## config.mk

```make
export PLATFORM = sky130hd
export DESIGN_NAME = seven_seg_scan
export DESIGN_NICKNAME = d
export VERILOG_FILES = /design/src/rtl/seven_seg_scan.sv
export SDC_FILE = /design/constraint.sdc
export NUM_CORES = 1
export LEC_CHECK = 0
export CAP_MARGIN = 10
export CORE_AREA = 2 2 59 116
export DETAILED_ROUTE_END_ITERATION = 16
export DIE_AREA = 0 0 61 118
export PLACE_DENSITY = 0.77
export SYNTH_ARGS = -nofsm -noshare
export SYNTH_HDL_FRONTEND = slang
export SYNTH_SLANG_ARGS = --single-unit
```

## constraint.sdc

```tcl
create_clock -name Clock -period 3.1 [get_ports Clock]
set_input_delay 0.62 -clock Clock [delete_from_list [all_inputs] [get_ports Clock]]
set_output_delay 0.62 -clock Clock [all_outputs]
set_load 0.05 [all_outputs]
```

## src/rtl/seven_seg_scan.sv

```systemverilog
// seven_seg_scan: time-multiplexed driver for up to 8 hex digits on a
// common-anode seven-segment display.
// ScanTick is synchronized and edge-detected. Each rise steps to the next
// digit, and the new digit is preceded by one all-off cycle. The frame
// inputs are snapshotted when the scan wraps to digit 0.
// Optional feature: define SEVEN_SEG_LEADING_ZERO_BLANK_EN to blank
// leading zero digits. Digit 0 is never blanked by this feature.
module seven_seg_scan #(
    parameter int NUM_DIGITS = 8
) (
    input  logic        Clock,
    input  logic        Reset,
    input  logic        ScanTick,
    input  logic [31:0] Data,
    input  logic [7:0]  DigitEnable,
    input  logic [7:0]  DecimalPoint,
    input  logic        Blank,
    output logic [7:0]  AN,
    output logic [6:0]  SEG,
    output logic        DP,
    output logic        FrameStart
);

    localparam logic [2:0] LAST = 3'(NUM_DIGITS - 1);

    logic        sync1, sync2, hist;
    logic        rise, wrap;
    logic [2:0]  idx, idx_next;
    logic [31:0] snap_data;
    logic [7:0]  snap_en, snap_dp;
    logic [3:0]  nib;
    logic [6:0]  seg_dec;
    logic        hide_lz, hide;
    logic [7:0]  an_dec;

    // Two-flop synchronizer plus a history flop for rising-edge detection.
    always_ff @(posedge Clock) begin
        if (Reset) begin
            sync1 <= 1'b0;
            sync2 <= 1'b0;
            hist  <= 1'b0;
        end else begin
            sync1 <= ScanTick;
            sync2 <= sync1;
            hist  <= sync2;
        end
    end

    // Detect a tick rise and compute the next digit index with wraparound.
    always_comb begin
        rise     = sync2 & ~hist;
        wrap     = rise && (idx == LAST);
        idx_next = wrap ? 3'd0 : idx + 3'd1;
    end

    // Advance the digit index, and take a frame snapshot on wrap so that a frame never tears.
    always_ff @(posedge Clock) begin
        if (Reset) begin
            idx       <= LAST;
            snap_data <= '0;
            snap_en   <= '0;
            snap_dp   <= '0;
        end else if (rise) begin
            idx <= idx_next;
            if (wrap) begin
                snap_data <= Data;
                snap_en   <= DigitEnable;
                snap_dp   <= DecimalPoint;
            end
        end
    end

    // Decode the current digit from the snapshot (active-low gfedcba).
    always_comb begin
        nib = snap_data[{idx, 2'b00} +: 4];
        case (nib)
            4'h0:    seg_dec = 7'b1000000;
            4'h1:    seg_dec = 7'b1111001;
            4'h2:    seg_dec = 7'b0100100;
            4'h3:    seg_dec = 7'b0110000;
            4'h4:    seg_dec = 7'b0011001;
            4'h5:    seg_dec = 7'b0010010;
            4'h6:    seg_dec = 7'b0000010;
            4'h7:    seg_dec = 7'b1111000;
            4'h8:    seg_dec = 7'b0000000;
            4'h9:    seg_dec = 7'b0010000;
            4'hA:    seg_dec = 7'b0001000;
            4'hB:    seg_dec = 7'b0000011;
            4'hC:    seg_dec = 7'b1000110;
            4'hD:    seg_dec = 7'b0100001;
            4'hE:    seg_dec = 7'b0000110;
            default: seg_dec = 7'b0001110;
        endcase
    end

`ifdef SEVEN_SEG_LEADING_ZERO_BLANK_EN
    logic [7:0] upper_zero;
    logic       zero_run;
    // upper_zero[i] is set when nibble i and every higher displayed nibble are zero.
    always_comb begin
        upper_zero = '0;
        zero_run   = 1'b1;
        for (int i = 7; i >= 0; i--) begin
            if (i < NUM_DIGITS) begin
                zero_run      = zero_run & (snap_data[i*4 +: 4] == 4'h0);
                upper_zero[i] = zero_run;
            end
        end
        hide_lz = (idx != 3'd0) && upper_zero[idx];
    end
`else
    // Leading zeros are shown like any other digit.
    always_comb hide_lz = 1'b0;
`endif

    // Anode gating: a disabled or blanked digit keeps its anode off; the segment and DP values are still driven.
    always_comb begin
        hide   = !snap_en[idx] || hide_lz;
        an_dec = hide ? 8'hFF : ~(8'h01 << idx);
    end

    // Registered outputs: all off on a digit change (ghosting gap) or while Blank is high.
    always_ff @(posedge Clock) begin
        if (Reset) begin
            AN         <= 8'hFF;
            SEG        <= 7'h7F;
            DP         <= 1'b1;
            FrameStart <= 1'b0;
        end else begin
            FrameStart <= wrap;
            if (rise || Blank) begin
                AN  <= 8'hFF;
                SEG <= 7'h7F;
                DP  <= 1'b1;
            end else begin
                AN  <= an_dec;
                SEG <= seg_dec;
                DP  <= ~snap_dp[idx];
            end
        end
    end

endmodule

```

Word-level counts from Yosys, hierarchy flattened
Memory sizes are Yosys's and may differ from the RTL's. A register that Yosys moved wholly into a read port is not among the register bits.
Cells that the tools add are included.
{ "word_totals": {"ff_bits": 64, "wordCells": 31, "rom_bits": 112, "mem_count": 1, "in_bits": 52} }
{ "memory_table": {"columns": ["name", "words", "word_bits", "read_ports", "rd_clocked_by_memory_dff", "wr", "line_no", "source"], "rows": [
  ["(no name shown)", 16, 7, 1, 1, 0, "76", "case (nib)"]
]} }
{ "classes": {"n_reduce_logical": 5, "mux": 5, "n_eq_ne": 1, "bitwise_logic": 5, "order_cmp": 1, "addsub": 1, "shifts": 2} }
{ "ops": {"columns": ["operator", "count"], "rows": [
  ["variable part select 32 x 6 -> 4 bit", 1],
  ["inverter 8 bit", 1],
  ["left shift 1 x 3 -> 8 bit, first input constant", 1],
  ["binary-select mux 1 bit (select 3 bit)", 2],
  ["< comparator 3 x 4 -> 1 bit, second input constant", 1],
  ["adder 3 x 1 -> 3 bit, second input constant", 1],
  ["== test 3 bit, second input constant", 1],
  ["two-way mux 3 bit", 1],
  ["inverter 1 bit", 3],
  ["OR reduction 3 bit", 1],
  ["two-way mux 1 bit", 2],
  ["AND reduction 2 bit", 1],
  ["OR reduction 2 bit", 1],
  ["bitwise AND 1 bit", 1],
  ["logical AND 1 bit", 1],
  ["logical OR 1 bit", 1]
]} }

Depth between registers and ports, before layout
{ "logic_depth": {"word_depth": 4, "mapped_depth": 9} }

Least setup slack after synthesis
Ideal clock, no wire load.
{ "synth_timing": {"path_type": "reg-to-reg", "startpoint": "register idx[0]", "endpoint": "register SEG[3]", "arrival_time_ps": 2068, "path_slack_ps": 889, "synth_period_minus_slack_ps": 2211, "path_stages_with_launch": 10, "required_time_ps": 2957, "cell_sequence": "dfxtp_1 -> buf_6 -> mux4_2 -> mux2i_4 -> inv_1 -> ha_1 -> inv_1 -> nor3_1 -> a2111oi_0 -> a31oi_1"} }
{ "synth_between": {"elab_chain_len": 1} }
{ "synth_lines": {"columns": ["item", "line_no", "source"], "rows": [
  ["start, declared", "28", "logic [2:0] idx, idx_next;"],
  ["start signal, assigned", "64", "idx <= idx_next;"],
  ["variable part select 32 x 6 -> 4 bit", "75", "nib = snap_data[{idx, 2'b00} +: 4];"],
  ["end, declared", "19", "output logic [6:0] SEG,"]
]} }
Every way passes these cells.
A chain may end at the register's enable or synchronous reset.

Worst setup path in the final report
Ends and elaborated chain as after synthesis.

==> results.txt <==
post-route clock period utilization -> 0.783
Vias/cell -> 5.11
Lkg Pwr -> 1.55 nW
YS warnings -> 0
Pwr Density -> 533 nW/um^2
worst hold stages -> 2
worst hold path class -> flop to flop
filler instances -> 527
placer congestion estimate -> 0.914
CTS Sinks -> 71
Final Hold Slack -> 0.451 ns
Initial Util -> 0.481
DP Area -> 3780 um^2
Worst setup EP type -> flop
pre-CTS WS -> 0.665 ns
Post-Route WL -> 6440 um
FF+latch count, synth -> 71
Fmax -> 0.412 GHz
VDD IR max -> 0.344 mV
commonest cells after routing, fill and taps aside -> nand2_1 (112), dfxtp_1 (71), clkdlybuf4s50_1 (67)
IO buf count -> 68
cells on worst reg2reg path -> 8
syn_area_per_cell -> 9.01 um^2
Final Hold Viols -> 0
Netlist cell types -> 39
largest net degree at the start of global routing -> 56
setup_tns -> 0 ns
CTS Buf Count -> 9
via count -> 2514
sequential area share after synthesis -> 0.468
Mapped Cells -> 337
total track usage -> 0.196
initial antenna violation count -> 0
most common cell after layout, fill and taps aside -> nand2_1
vias in the first global route -> 2420
Mapped Nets -> 401
number of top-level pins -> 69
row cnt -> 41
Final WS setup -> 0.673 ns
chip height -> 118 um
DR WL/cell -> 13.1 um
worst-case clock skew -> 0.00585 ns
Hold Buf Count CTS -> 0
WP data required -> 3.28 ns
Residual DRC -> 0
Max Cap Viol -> 0
total power -> 2.16 mW
H-tree levels -> 3
nets@finish -> 465
Die ar. -> 7200 um^2
clock buffer depth -> 2
outcome -> finished clean
fin crit period -> 2.43 ns
synthesized area -> 3040 um^2
endpoints failing setup -> 0
first-pass GRT wire length -> 10600 um
Reg2Reg Setup Slack -> 0.67 ns
ant diodes -> 0
die width -> 61 um
share of layout cells above drive strength 1 -> 0.0911
Root Driver -> clkbuf_16
Critical Path Fanout Max -> 8
First-pass DRT Iterations -> 5
final slew viol count -> 0
HPWL after DPL -> 4710 um
CP arrival -> 2.60 ns
unrepaired setup endpoints after global routing -> false
Post-DRT Antenna Nets -> 0
CTS tree -> built
slew of the pin with the lowest slew margin -> 0.642 ns
grt ovf -> 0
Core ar. -> 6310 um^2
Clk Latency, worst-skew pair -> 0.33 ns
Post-Layout Inst Area -> 4050 um^2
area grow syn2layout -> 33.4%
Slew HR -> 0.569
CP startpoint kind -> flop
critical path type -> flop to flop
Setup Buffers After CTS -> 0
Reg clk slew, reported paths -> 0.05 ns
post-CTS sizing -> 0
DRT iter0 DRCs -> 64
## cell type report
| class | instances | area (um^2) | share of cell area |
|---|---|---|---|
| Inverter | 7 | 26.3 | 0.00648 |
| Multi-Input combinational cell | 237 | 1480 | 0.365 |
| Sequential cell | 71 | 1420 | 0.351 |
| Clock buffer | 13 | 260 | 0.0642 |
| Tap cell | 86 | 108 | 0.0265 |
| Timing Repair Buffer | 75 | 741 | 0.183 |
| Clock inverter | 3 | 17.5 | 0.00432 |
## sequential cells by signal, summed over array words and instances, names as in the netlist
register	count
AN	8
FrameStart	1
SEG	7
DP	1
snap_dp	8
hist	1
snap_data	32
idx	3
sync1	1
snap_en	8
sync2	1
## power by group
group	switching (mW)	total (mW)	internal (mW)	leakage, nW
sequential	0.0184	0.964	0.945	0.577
clock	0.351	0.933	0.582	0.136
combinational	0.132	0.264	0.132	0.834
## per-layer routing
| metal | routed length (um) | GRT usage | up-vias |
|---|---|---|---|
| met1 | 2510 | 0.221 | 1167 |
| met5 | 0 | 0 | - |
| met2 | 3420 | 0.318 | 67 |
| met4 | 306 | 0.136 | 0 |
| met3 | 206 | 0.0341 | 18 |
| li1 | - | - | 1262 |
## kinds of logic after synthesis
family / synth area share
mux: 0.114
buf+inv: 0.0449
compound gates: 0.139
fa+ha+maj: 0.0494
simple gates: 0.185
flops: 0.468
## worst max-delay path: stages, from the launching register on
cell and delay, ns:
dfxtp_1 0.51, mux4_2 0.58, mux2i_4 0.27, inv_1 0.10
ha_1 0.19, inv_1 0.09, nor3_1 0.08, a2111oi_0 0.39
a31oi_1 0.07
## worst paths after layout
| kind | start | end |
|---|---|---|
| hold / removal | snap_data[18] | snap_data[18] |
| hold reg to reg | snap_data[18] | snap_data[18] |
| setup reg to reg | idx[0] | SEG[3] |
| setup / recovery | idx[0] | SEG[3] |
## stage by stage
stage | util | cells
2_1_floorplan | - | 337
3_3_place_gp | 0.598 | 476
3_5_place_dp | 0.598 | 476
4_1_cts | 0.642 | 492
5_1_grt | 0.642 | 492
6_report | 0.642 | 492
## cells in the mapped netlist (all sizes together)
master,instances,area [um^2]
o22a,1,8.76
nor2b,6,37.5
inv,7,26.3
mux4,10,229
nand2,113,432
a221o,3,30.0
o22ai,1,6.26
nand3,1,5.00
mux2i,7,95.1
clkbuf,14,52.6
and2,1,6.26
o311ai,1,8.76
a31oi,1,6.26
dfxtp,71,1420
buf,8,57.5
a2111oi,1,8.76
o21ai,1,5.00
a211o,4,35.0
a22oi,1,21.3
mux2,2,22.5
a22o,2,17.5
ha,12,150
and3,3,18.8
or3,1,6.26
nor2,5,18.8
a21oi,51,259
nand2b,2,12.5
a21o,1,7.51
nor3,5,25.0
a211oi,1,7.51
(Power assumes the default switching activity.)
